**src/rtl/ap_pkg.sv**
```systemverilog
// Shared definitions for the AP host-side blocks (loader and result reader).
package ap_pkg;

    // Column select codes on the AP sel_col bus
    localparam logic [1:0] COL_A = 2'd0;
    localparam logic [1:0] COL_B = 2'd1;
    localparam logic [1:0] COL_C = 2'd2;

    // AP operation codes
    localparam logic [2:0] OP_OR   = 3'd0;
    localparam logic [2:0] OP_XOR  = 3'd1;
    localparam logic [2:0] OP_AND  = 3'd2;
    localparam logic [2:0] OP_NOT  = 3'd3;
    localparam logic [2:0] OP_ADD  = 3'd4;
    localparam logic [2:0] OP_SUB  = 3'd5;
    localparam logic [2:0] OP_MULT = 3'd6;

    // Result reader sweep states
    typedef enum logic [2:0] {
        IDLE,
        ISSUE,
        WAIT,
        PRESENT,
        DONE
    } rd_state_t;

endpackage

```
**src/rtl/ap_irq_edge_det.sv**
```systemverilog
// Registered rising-edge detector for a level flag, synchronous active-high reset.
module ap_irq_edge_det (
    input  logic clk,
    input  logic rst,
    input  logic level,
    output logic rise
);

    logic level_q;

    // Remember last cycle's level; reset forces it low so a high level after reset is an edge
    always_ff @(posedge clk) begin
        if (rst) begin
            level_q <= 1'b0;
        end else begin
            level_q <= level;
        end
    end

    assign rise = level & ~level_q;

endmodule

```
**src/rtl/ap_result_reader.sv**
```systemverilog
// Unload engine: on a rising AP completion flag, sweeps one AP column with single
// outstanding reads and streams each word out over valid/ready with index and last flag.
module ap_result_reader
    import ap_pkg::*;
#(
    parameter int unsigned WORD_SIZE    = 8,
    parameter int unsigned CELL_QUANT   = 512,
    parameter int unsigned ADDR_W       = 10,
    parameter int unsigned READ_LATENCY = 1
) (
    input  logic                 CLK100MHZ,
    input  logic                 rst,
    input  logic                 arm,
    input  logic                 ap_state_irq,
    input  logic [1:0]           rd_col,
    input  logic                 rd_internal_col,
    input  logic [ADDR_W-1:0]    rd_count,
    output logic [ADDR_W-1:0]    addr,
    output logic [1:0]           sel_col,
    output logic                 sel_internal_col,
    output logic                 read_en,
    output logic                 write_en,
    input  logic [WORD_SIZE-1:0] data_out,
    output logic [WORD_SIZE-1:0] m_data,
    output logic [ADDR_W-1:0]    m_index,
    output logic                 m_last,
    output logic                 m_valid,
    input  logic                 m_ready,
    output logic                 busy,
    output logic                 done,
    output logic                 overrun
);

    localparam int unsigned CNT_W = (READ_LATENCY < 2) ? 1 : $clog2(READ_LATENCY + 1);

    rd_state_t              state_q, state_d;
    logic [ADDR_W-1:0]      idx_q, idx_d;
    logic [ADDR_W-1:0]      last_idx_q, last_idx_d;
    logic [1:0]             col_q, col_d;
    logic                   icol_q, icol_d;
    logic [CNT_W-1:0]       cnt_q, cnt_d;
    logic [WORD_SIZE-1:0]   m_data_q, m_data_d;
    logic [ADDR_W-1:0]      m_index_q, m_index_d;
    logic                   m_last_q, m_last_d;
    logic                   overrun_q, overrun_d;

    logic                   irq_rise;
    logic                   trigger;
    logic [ADDR_W-1:0]      req_last;

    ap_irq_edge_det u_irq_edge (
        .clk   (CLK100MHZ),
        .rst   (rst),
        .level (ap_state_irq),
        .rise  (irq_rise)
    );

    assign trigger = irq_rise & arm & (state_q == IDLE);

    // Final index of the sweep: count 0 or anything beyond the column means a full column
    always_comb begin
        if ((rd_count == '0) || (32'(rd_count) > CELL_QUANT)) begin
            req_last = ADDR_W'(CELL_QUANT - 1);
        end else begin
            req_last = rd_count - ADDR_W'(1);
        end
    end

    // Sweep state register and captured result beat
    always_ff @(posedge CLK100MHZ) begin
        if (rst) begin
            state_q    <= IDLE;
            idx_q      <= '0;
            last_idx_q <= '0;
            col_q      <= '0;
            icol_q     <= 1'b0;
            cnt_q      <= '0;
            m_data_q   <= '0;
            m_index_q  <= '0;
            m_last_q   <= 1'b0;
            overrun_q  <= 1'b0;
        end else begin
            state_q    <= state_d;
            idx_q      <= idx_d;
            last_idx_q <= last_idx_d;
            col_q      <= col_d;
            icol_q     <= icol_d;
            cnt_q      <= cnt_d;
            m_data_q   <= m_data_d;
            m_index_q  <= m_index_d;
            m_last_q   <= m_last_d;
            overrun_q  <= overrun_d;
        end
    end

    // Next-state logic: one read outstanding, each beat is issue, wait for latency, present
    always_comb begin
        state_d    = state_q;
        idx_d      = idx_q;
        last_idx_d = last_idx_q;
        col_d      = col_q;
        icol_d     = icol_q;
        cnt_d      = cnt_q;
        m_data_d   = m_data_q;
        m_index_d  = m_index_q;
        m_last_d   = m_last_q;
        overrun_d  = overrun_q;

        // A completion edge while a sweep owns the bus would be lost; flag it
        if (irq_rise && arm && (state_q != IDLE)) begin
            overrun_d = 1'b1;
        end

        unique case (state_q)
            IDLE: begin
                if (trigger) begin
                    col_d      = rd_col;
                    icol_d     = rd_internal_col;
                    last_idx_d = req_last;
                    idx_d      = '0;
                    overrun_d  = 1'b0;
                    state_d    = ISSUE;
                end
            end
            ISSUE: begin
                cnt_d   = CNT_W'(READ_LATENCY);
                state_d = WAIT;
            end
            WAIT: begin
                // cnt == 1 marks the cycle in which data_out carries the issued word
                if (cnt_q == CNT_W'(1)) begin
                    m_data_d  = data_out;
                    m_index_d = idx_q;
                    m_last_d  = (idx_q == last_idx_q);
                    state_d   = PRESENT;
                end else begin
                    cnt_d = cnt_q - CNT_W'(1);
                end
            end
            PRESENT: begin
                if (m_ready) begin
                    if (m_last_q) begin
                        state_d = DONE;
                    end else begin
                        idx_d   = idx_q + ADDR_W'(1);
                        state_d = ISSUE;
                    end
                end
            end
            DONE: begin
                state_d = IDLE;
            end
            default: begin
                state_d = IDLE;
            end
        endcase
    end

    // AP bus is driven only while a sweep owns it; otherwise parked at zero
    always_comb begin
        busy             = (state_q != IDLE);
        read_en          = (state_q == ISSUE);
        write_en         = 1'b0;
        addr             = busy ? idx_q : '0;
        sel_col          = busy ? col_q : 2'd0;
        sel_internal_col = busy ? icol_q : 1'b0;
        m_valid          = (state_q == PRESENT);
        done             = (state_q == DONE);
        m_data           = m_data_q;
        m_index          = m_index_q;
        m_last           = m_last_q;
        overrun          = overrun_q;
    end

endmodule

```
**config.mk**
```make
export PLATFORM = sky130hd
export DESIGN_NAME = ap_result_reader
export DESIGN_NICKNAME = d
export VERILOG_FILES = /design/src/rtl/ap_pkg.sv /design/src/rtl/ap_irq_edge_det.sv /design/src/rtl/ap_result_reader.sv
export SDC_FILE = /design/constraint.sdc
export NUM_CORES = 1
export LEC_CHECK = 0
export ABC_AREA = 1
export CAP_MARGIN = 30
export CORE_MARGIN = 5
export CORE_UTILIZATION = 48
export DETAILED_ROUTE_END_ITERATION = 6
export PLACE_DENSITY = 0.8
export SYNTH_ARGS = -nofsm -noshare
export SYNTH_HDL_FRONTEND = slang
export SYNTH_SLANG_ARGS = --single-unit
```
**constraint.sdc**
```tcl
create_clock -name CLK100MHZ -period 2.15 [get_ports CLK100MHZ]
set_input_delay 0.645 -clock CLK100MHZ [delete_from_list [all_inputs] [get_ports CLK100MHZ]]
set_output_delay 0.645 -clock CLK100MHZ [all_outputs]
set_load 0.02 [all_outputs]
```
==> impl_results.md, run 1 <==
- CTS tree: built
- Initial Util: 0.497
- Max Cap Viol: 0
- Routed len/inst: roughly 12 um
- FF+latch area: approximately 960 um2
- Leak: 1.46 nW
- CP required: 1.50 ns
- Crit Path Class: flop to output port
- Synth Instances: 351
- Vias in the first global route: around 2,500
- Vias per inst: 4.88
- Predominant post-synthesis flop cell: dfxtp_1
- Reg2reg setup slack: approximately 0.54 ns
- Largest net degree at the start of global routing: 29
- Worst Hold Launch: col_q[0]
- Post-Place Setup Slack: -0.0831 ns
- Post-Synth Simple-Gate Area: 0.307
- Core footprint: ~0.0048 mm2
- Layout cell share with drive strength beyond 1: 0.143
- CP Capture Type: output port
- Max-slew violation count: 0
- NumNets Final: approximately 470
- FF-to-FF Start: state_q[1]
- Overflow after GRT: 0
- Initial antenna violation count: 0
- Final setup violation count: 0
- H-tree depth: 2
- Type of element launching the critical path: flop
- Post-synthesis sequential area ratio: 0.406
- Worst-path clk slew: 0.09 ns
- DP Cell Count: between 500 and 600
- Cell depth of the worst flop-to-flop path: 9
- Max Clock Skew: 0.00845 ns
- Final Core Density: 0.707
- Post-synthesis mux area share: 0
- Setup ws final: 0.0746 ns
- Hold_buf cts: 0
- IO Port Bufs: 62
- Post-synth top area share: 0.406
- Die Width: 80.2 um
- DRT Pass-1 Iters: 4
- Fillers: about 440
- Max Freq: 0.482 GHz
- First-pass GRT wire length: around 11 mm
- Period minus WS final: 2.08 ns
- TritonCTS buffer count: 5
- CTS max path bufs: 2
- Clk_lat worst skew: ~0.31 ns
- VDD IR max: around 480 uV
- Tot GR Track Use: 0.210
- Status: complete, no violations
- Hold/Removal Path Class: flop to flop
- Fin crit share: 0.965
- Yosys reg bits: 48
- Critical Path AT: around 1.4 ns
- Clock root cell: clkbuf_8
- Hold Path Stages: 2
- RSZ-0062 raised after global routing: yes
- Area taken by multi-input logic gates: about 0.0012 mm2
- Post-CTS Setup Bufs: 0
- Die area: 0.00643 mm2
- Initial DRC count: approximately 140
- Mapped cell area: approximately 0.0024 mm2
- Main combinational cell family by area after synthesis: simple AND/OR/NAND/NOR gates
- Final hold vios: 0
- Synth async-reset ratio: 0
- Hold Path Sink: col_q[0]
- Area Overhead vs Synth: 42.2%
- Syn nets: ~380
- Antenna viol nets, final: 0
- Std-Cell Rows: 25
- Post-Layout Cell Count: 509
- Worst-path fanout max: 7
- Count leader, synth: nor2_1
- Post-DP HPWL: ~5 mm
- Mapped Avg Cell Area: just under 7 um2
- Post-synthesis adder-cell area fraction: 0.0106
- Chip Height: between 80 and 90 um
- Routed WL: 6.31 mm
- Post-synthesis cell type count: 25
- Ys Warns: 0
- Number of synthesized flops with an enable pin: 0
- Top cells by area, synth: dfxtp_1, nor2_1, nand2_1
- Synth Area in Compound Gates: 0.131
- IO Pins: 64
- Share of the synthesized netlist area taken by xor and xnor gates: 0.0444
- RR Endpoint: idx_q[5]
- DRC: 0
- Power density cells: between 600 and 700 mW/mm2
- Antenna diodes: 0
- CTS sink cnt: 48
- Post-synth top area cell: dfxtp_1
- RePlAce Congestion: between 0.8 and 0.9
- Synth cell count leaders: nor2_1, dfxtp_1, nand2_1
- Vias: 2,486
how the worst max path moves through the flow:
stage	slack, ns	from	endpoint	depth (start not counted)
4_1_cts	0.05	state_q[1]	addr[0]	6
5_1_grt	-0.008	state_q[1]	sel_internal_col	6
3_5_place_dp	-0.08	rd_count[0]	last_idx_q[7]	10
6_report	0.07	state_q[1]	sel_col[1]	6
3_3_place_gp	-0.009	rd_count[0]	last_idx_q[3]	10
2_1_floorplan	0.23	state_q[2]	addr[0]	5
cell usage in the layout, fill, tap and decap left out, types with 2 or more instances in the layout:
cell type,instances
buf_4,31
inv_2,3
nand2_1,45
xnor2_1,6
nor2_4,2
nor3_1,4
ha_1,2
nand2_2,5
o21ai_2,2
dfxtp_1,48
nor2_1,78
clkbuf_2,5
a21oi_1,22
dlygate4sd2_1,10
nand3_1,25
clkbuf_8,5
xor2_1,6
inv_1,43
a31oi_1,2
or2_2,2
nor2_2,3
clkdlybuf4s15_1,2
clkdlybuf4s50_1,45
buf_12,2
o21ai_0,33
nand4_1,6
per-layer routing:
layer	vias to the layer above	part of all wire	global-route usage
met3	15	0.075	0.0482
met5	-	0	0
met4	0	0.022	0.0963
li1	1287	-	-
met1	1096	0.44	0.250
met2	88	0.47	0.354
area by class of cell:
cell class,count,share of cell area
clock buffer,5,0.0205
sequential,48,0.286
multi-input combinational,245,0.349
clock inverter,3,0.0138
timing repair buffer,95,0.255
tap,67,0.0249
inverter,46,0.0514
what timing repair did:
item	4_1_cts	5_1_grt
endpoints found under the setup margin	17	12
pin swaps	0	0
resized for setup	17	13
sequential cells by signal (all words and copies together) (netlist names), 2 cells and up, named ones only:
signal and count:
last_idx_q 10, m_data 8, state_q 3, m_index 10, idx_q 10, col_q 2
cells by family after synthesis:
| family | Yosys count |
|---|---|
| XOR/XNOR | 12 |
| buffers and inverters | 58 |
| other | 1 |
| AO/OA/AOI/OAI | 60 |
| flip-flops | 48 |
| AND/OR/NAND/NOR | 170 |
| adder cells (fa/ha/maj) | 2 |
per-stage QoR:
stage	cell area, um2	TNS (ns)	power (W)	hold WS [ns]
2_1_floorplan	2360	0	0.00136	0.430
3_3_place_gp	3280	-0.0308	0.00166	0.440
3_5_place_dp	3280	-0.441	0.00168	0.445
4_1_cts	3380	0	0.00233	0.458
5_1_grt	3360	-0.0115	0.00245	0.487
6_report	3360	0	0.00232	0.458
where the power goes:
group | switching [W] | internal, W | leakage [nW] | total [W]
logic | 0.000368 | 0.000300 | 1.02 | 0.000668
clock network | 0.000318 | 0.000350 | 0.0548 | 0.000668
registers | 0.0000379 | 0.000949 | 0.390 | 0.000987
total | 0.000724 | 0.00160 | 1.46 | 0.00232
worst max-delay path, stage by stage, from the launching register on:
cell and delay, ns:
dfxtp_1 0.33, nor2_2 0.13, nand2_2 0.06, inv_1 0.08
buf_4 0.16, nor2_1 0.05, dlygate4sd2_1 0.31
No activity file was read; power rests on OpenSTA's default activity.
==> run 2, diff against run 1 <==
--- a/config.mk
+++ b/config.mk
@@ -8,9 +8,10 @@
 export ABC_AREA = 1
 export CAP_MARGIN = 30
 export CORE_MARGIN = 5
-export CORE_UTILIZATION = 48
+export CORE_UTILIZATION = 55
 export DETAILED_ROUTE_END_ITERATION = 6
-export PLACE_DENSITY = 0.8
+export DONT_BUFFER_PORTS = 1
+export PLACE_DENSITY = 0.7
 export SYNTH_ARGS = -nofsm -noshare
 export SYNTH_HDL_FRONTEND = slang
 export SYNTH_SLANG_ARGS = --single-unit
==> run 2 against run 1 <==
- setup slack gained 0.048 ns
- critical endpoint is now addr[7]
- critical path depth shrank 1
- first-iteration DRC count shrank 9.4%
- sequential share of layout area grew 7.9 points
- cell area shrank 22%
==> impl_results.md, run 2 (synthesis results as in run 1) <==
- CTS max path bufs: 2 (unchanged)
- Area Overhead vs Synth: 11.6%
- DRC: 0 (unchanged)
- Hold_buf cts: 0 (unchanged)
- IO Pins: 64 (unchanged)
- Final Core Density: 0.646 (-0.0614)
- DRT Pass-1 Iters: 4 (unchanged)
- Leak: 1.11 nW (-24%)
- Routed WL: 5.71 mm (-9.6%)
- Vias: 2,207 (-11%)
- FF-to-FF Start: state_q[1]
- Setup ws final: 0.123 ns (+0.0484 ns)
- First-pass GRT wire length: 9.09 mm (-14%)
- Critical Path AT: 1.38 ns (-0.05 ns)
- Clk_lat worst skew: 0.30 ns (about the same)
- NumNets Final: 394 (-16%)
- Post-CTS Setup Bufs: 0 (unchanged)
- Antenna viol nets, final: 0 (unchanged)
- CTS tree: built
- H-tree depth: 2 (unchanged)
- Chip Height: 75.6 um (-5.8%)
- Layout cell share with drive strength beyond 1: 0.128 (-0.0145)
- Total power: 0.00212 W (-9.0%)
- Vias per inst: 5.29 (+8.4%)
- Clock root cell: clkbuf_8
- Max Freq: 0.493 GHz (+2.4%)
- Crit Path Class: flop to output port
- Tot GR Track Use: 0.206 (-0.00362)
- Setup TNS Final: 0 ns (unchanged)
- GRT busiest layer: met2
- Routed len/inst: 13.7 um (+10%)
- Largest net degree at the start of global routing: 29 (unchanged)
- Antenna diodes: 0 (unchanged)
- Max Cap Viol: 0 (unchanged)
- Post-DP HPWL: 4.30 mm (-12%)
- Commonest non-fill, non-tap cell in the layout: nor2_1
- Type of element launching the critical path: flop
- Post-Place Setup Slack: 0.264 ns (+0.347 ns)
- Vias in the first global route: 2,091 (-15%)
- Final hold vios: 0 (unchanged)
- Worst Hold Launch: rst
- Hold/Removal Path Class: input port to flop
- Max-slew violation count: 0 (unchanged)
- Grt met2 use: 0.354 (-0.000517)
- CP Capture Type: output port
- Core footprint: 0.00409 mm2 (-14%)
- TritonCTS buffer count: 5 (unchanged)
- VDD IR max: 536 uV (+12%)
- Fin crit share: 0.943 (-0.0225)
- Initial antenna violation count: 0 (unchanged)
- Most frequent cells in the layout: nor2_1, dfxtp_1, nand2_1
- Status: complete, no violations
- Initial DRC count: 126 (-9.4%)
- Setup crit start: state_q[1]
- GR Layer Usage met1: 0.253 (+0.00290)
- Cell depth of the worst flop-to-flop path: 10 (+1)
- CP required: 1.50 ns (about the same)
- Std-Cell Rows: 23 (-8.0%)
- Worst-path fanout max: 6 (-1)
- Initial Util: 0.579 (+0.0813)
- IO Port Bufs: 0 (-100%)
- Final setup violation count: 0 (unchanged)
- Met3 GRT Util: 0.0475 (-0.000713)
- Die area: 0.00571 mm2 (-11%)
- Max Clock Skew: 0.00756 ns (-0.000881 ns)
- RSZ-0062 raised after global routing: no
- CTS sink cnt: 48 (unchanged)
- Overflow after GRT: 0 (unchanged)
- Worst-path clk slew: 0.09 ns (about the same)
- Period minus WS final: 2.03 ns (-0.0484 ns)
- RePlAce Congestion: 0.859 (-4.2%)
- Die Width: 75.6 um (-5.8%)
- Power density cells: 802 mW/mm2 (+16%)
- Hold Path Stages: 1 (-1)
-- run 2: changes by cell type in the layout (fill, tap and decap cells not counted), moves of 5 or more --
cell	before	now
buf_4	31	19
clkbuf_2	5	0
dlygate4sd2_1	10	0
clkdlybuf4s50_1	45	0
-- run 2: path summary, 6_finish.rpt --
path,slack (ns),endpoint
worst max-delay path,0.12,addr[7]
worst min-delay path,0.40,state_q[2]
worst max register to register,0.48,idx_q[7]
worst min register to register,0.46,col_q[1]
-- run 2: routing by layer --
| metal | vias to the layer above | share of wire | routed length, um |
|---|---|---|---|
| met5 | - | 0 | 0 |
| met4 | 0 | 0.014 | 78 |
| met3 | 8 | 0.092 | 528 |
| met2 | 81 | 0.47 | 2680 |
| met1 | 984 | 0.42 | 2420 |
| li1 | 1134 | - | - |
-- run 2: metrics by stage --
stage	instance area (um2)	instances	hold WS (ns)
after CTS	2630	416	0.392
final	2640	417	0.396
after global routing	2640	417	0.385
after detailed placement	2510	408	0.446
after global placement	2510	408	0.443
after floorplan	2360	351	0.430
-- run 2: where the power goes --
part           internal (W)  switching, W  total, W
registers          0.000950     0.0000687   0.00102
clock network      0.000350      0.000307  0.000657
logic              0.000135      0.000304  0.000439
total               0.00144      0.000680   0.00212
-- run 2: layout make-up --
type / instances / area (um2)
Multi-Input combinational cell: 245 / 1170
Timing Repair Buffer: 19 / 143
Timing Repair inverter: 1 / 7.51
Sequential cell: 48 / 963
Inverter: 46 / 176
Clock buffer: 5 / 68.8
Fill cell: 401 / 1450
Clock inverter: 3 / 46.3
Tap cell: 50 / 62.6
-- run 2: repair_timing --
| action | 4_1_cts | 5_1_grt |
|---|---|---|
| hold endpoints to repair | 0 | 0 |
| setup endpoints to repair | 0 | 13 |
| gates resized for setup | 0 | 4 |
-- run 2: critical path: stages (launching register included) --
cell,delay (ns)
dfxtp_2,0.39
nor2_1,0.08
nand2_2,0.14
clkinvlp_4,0.19
nor2_1,0.13
buf_4,0.15
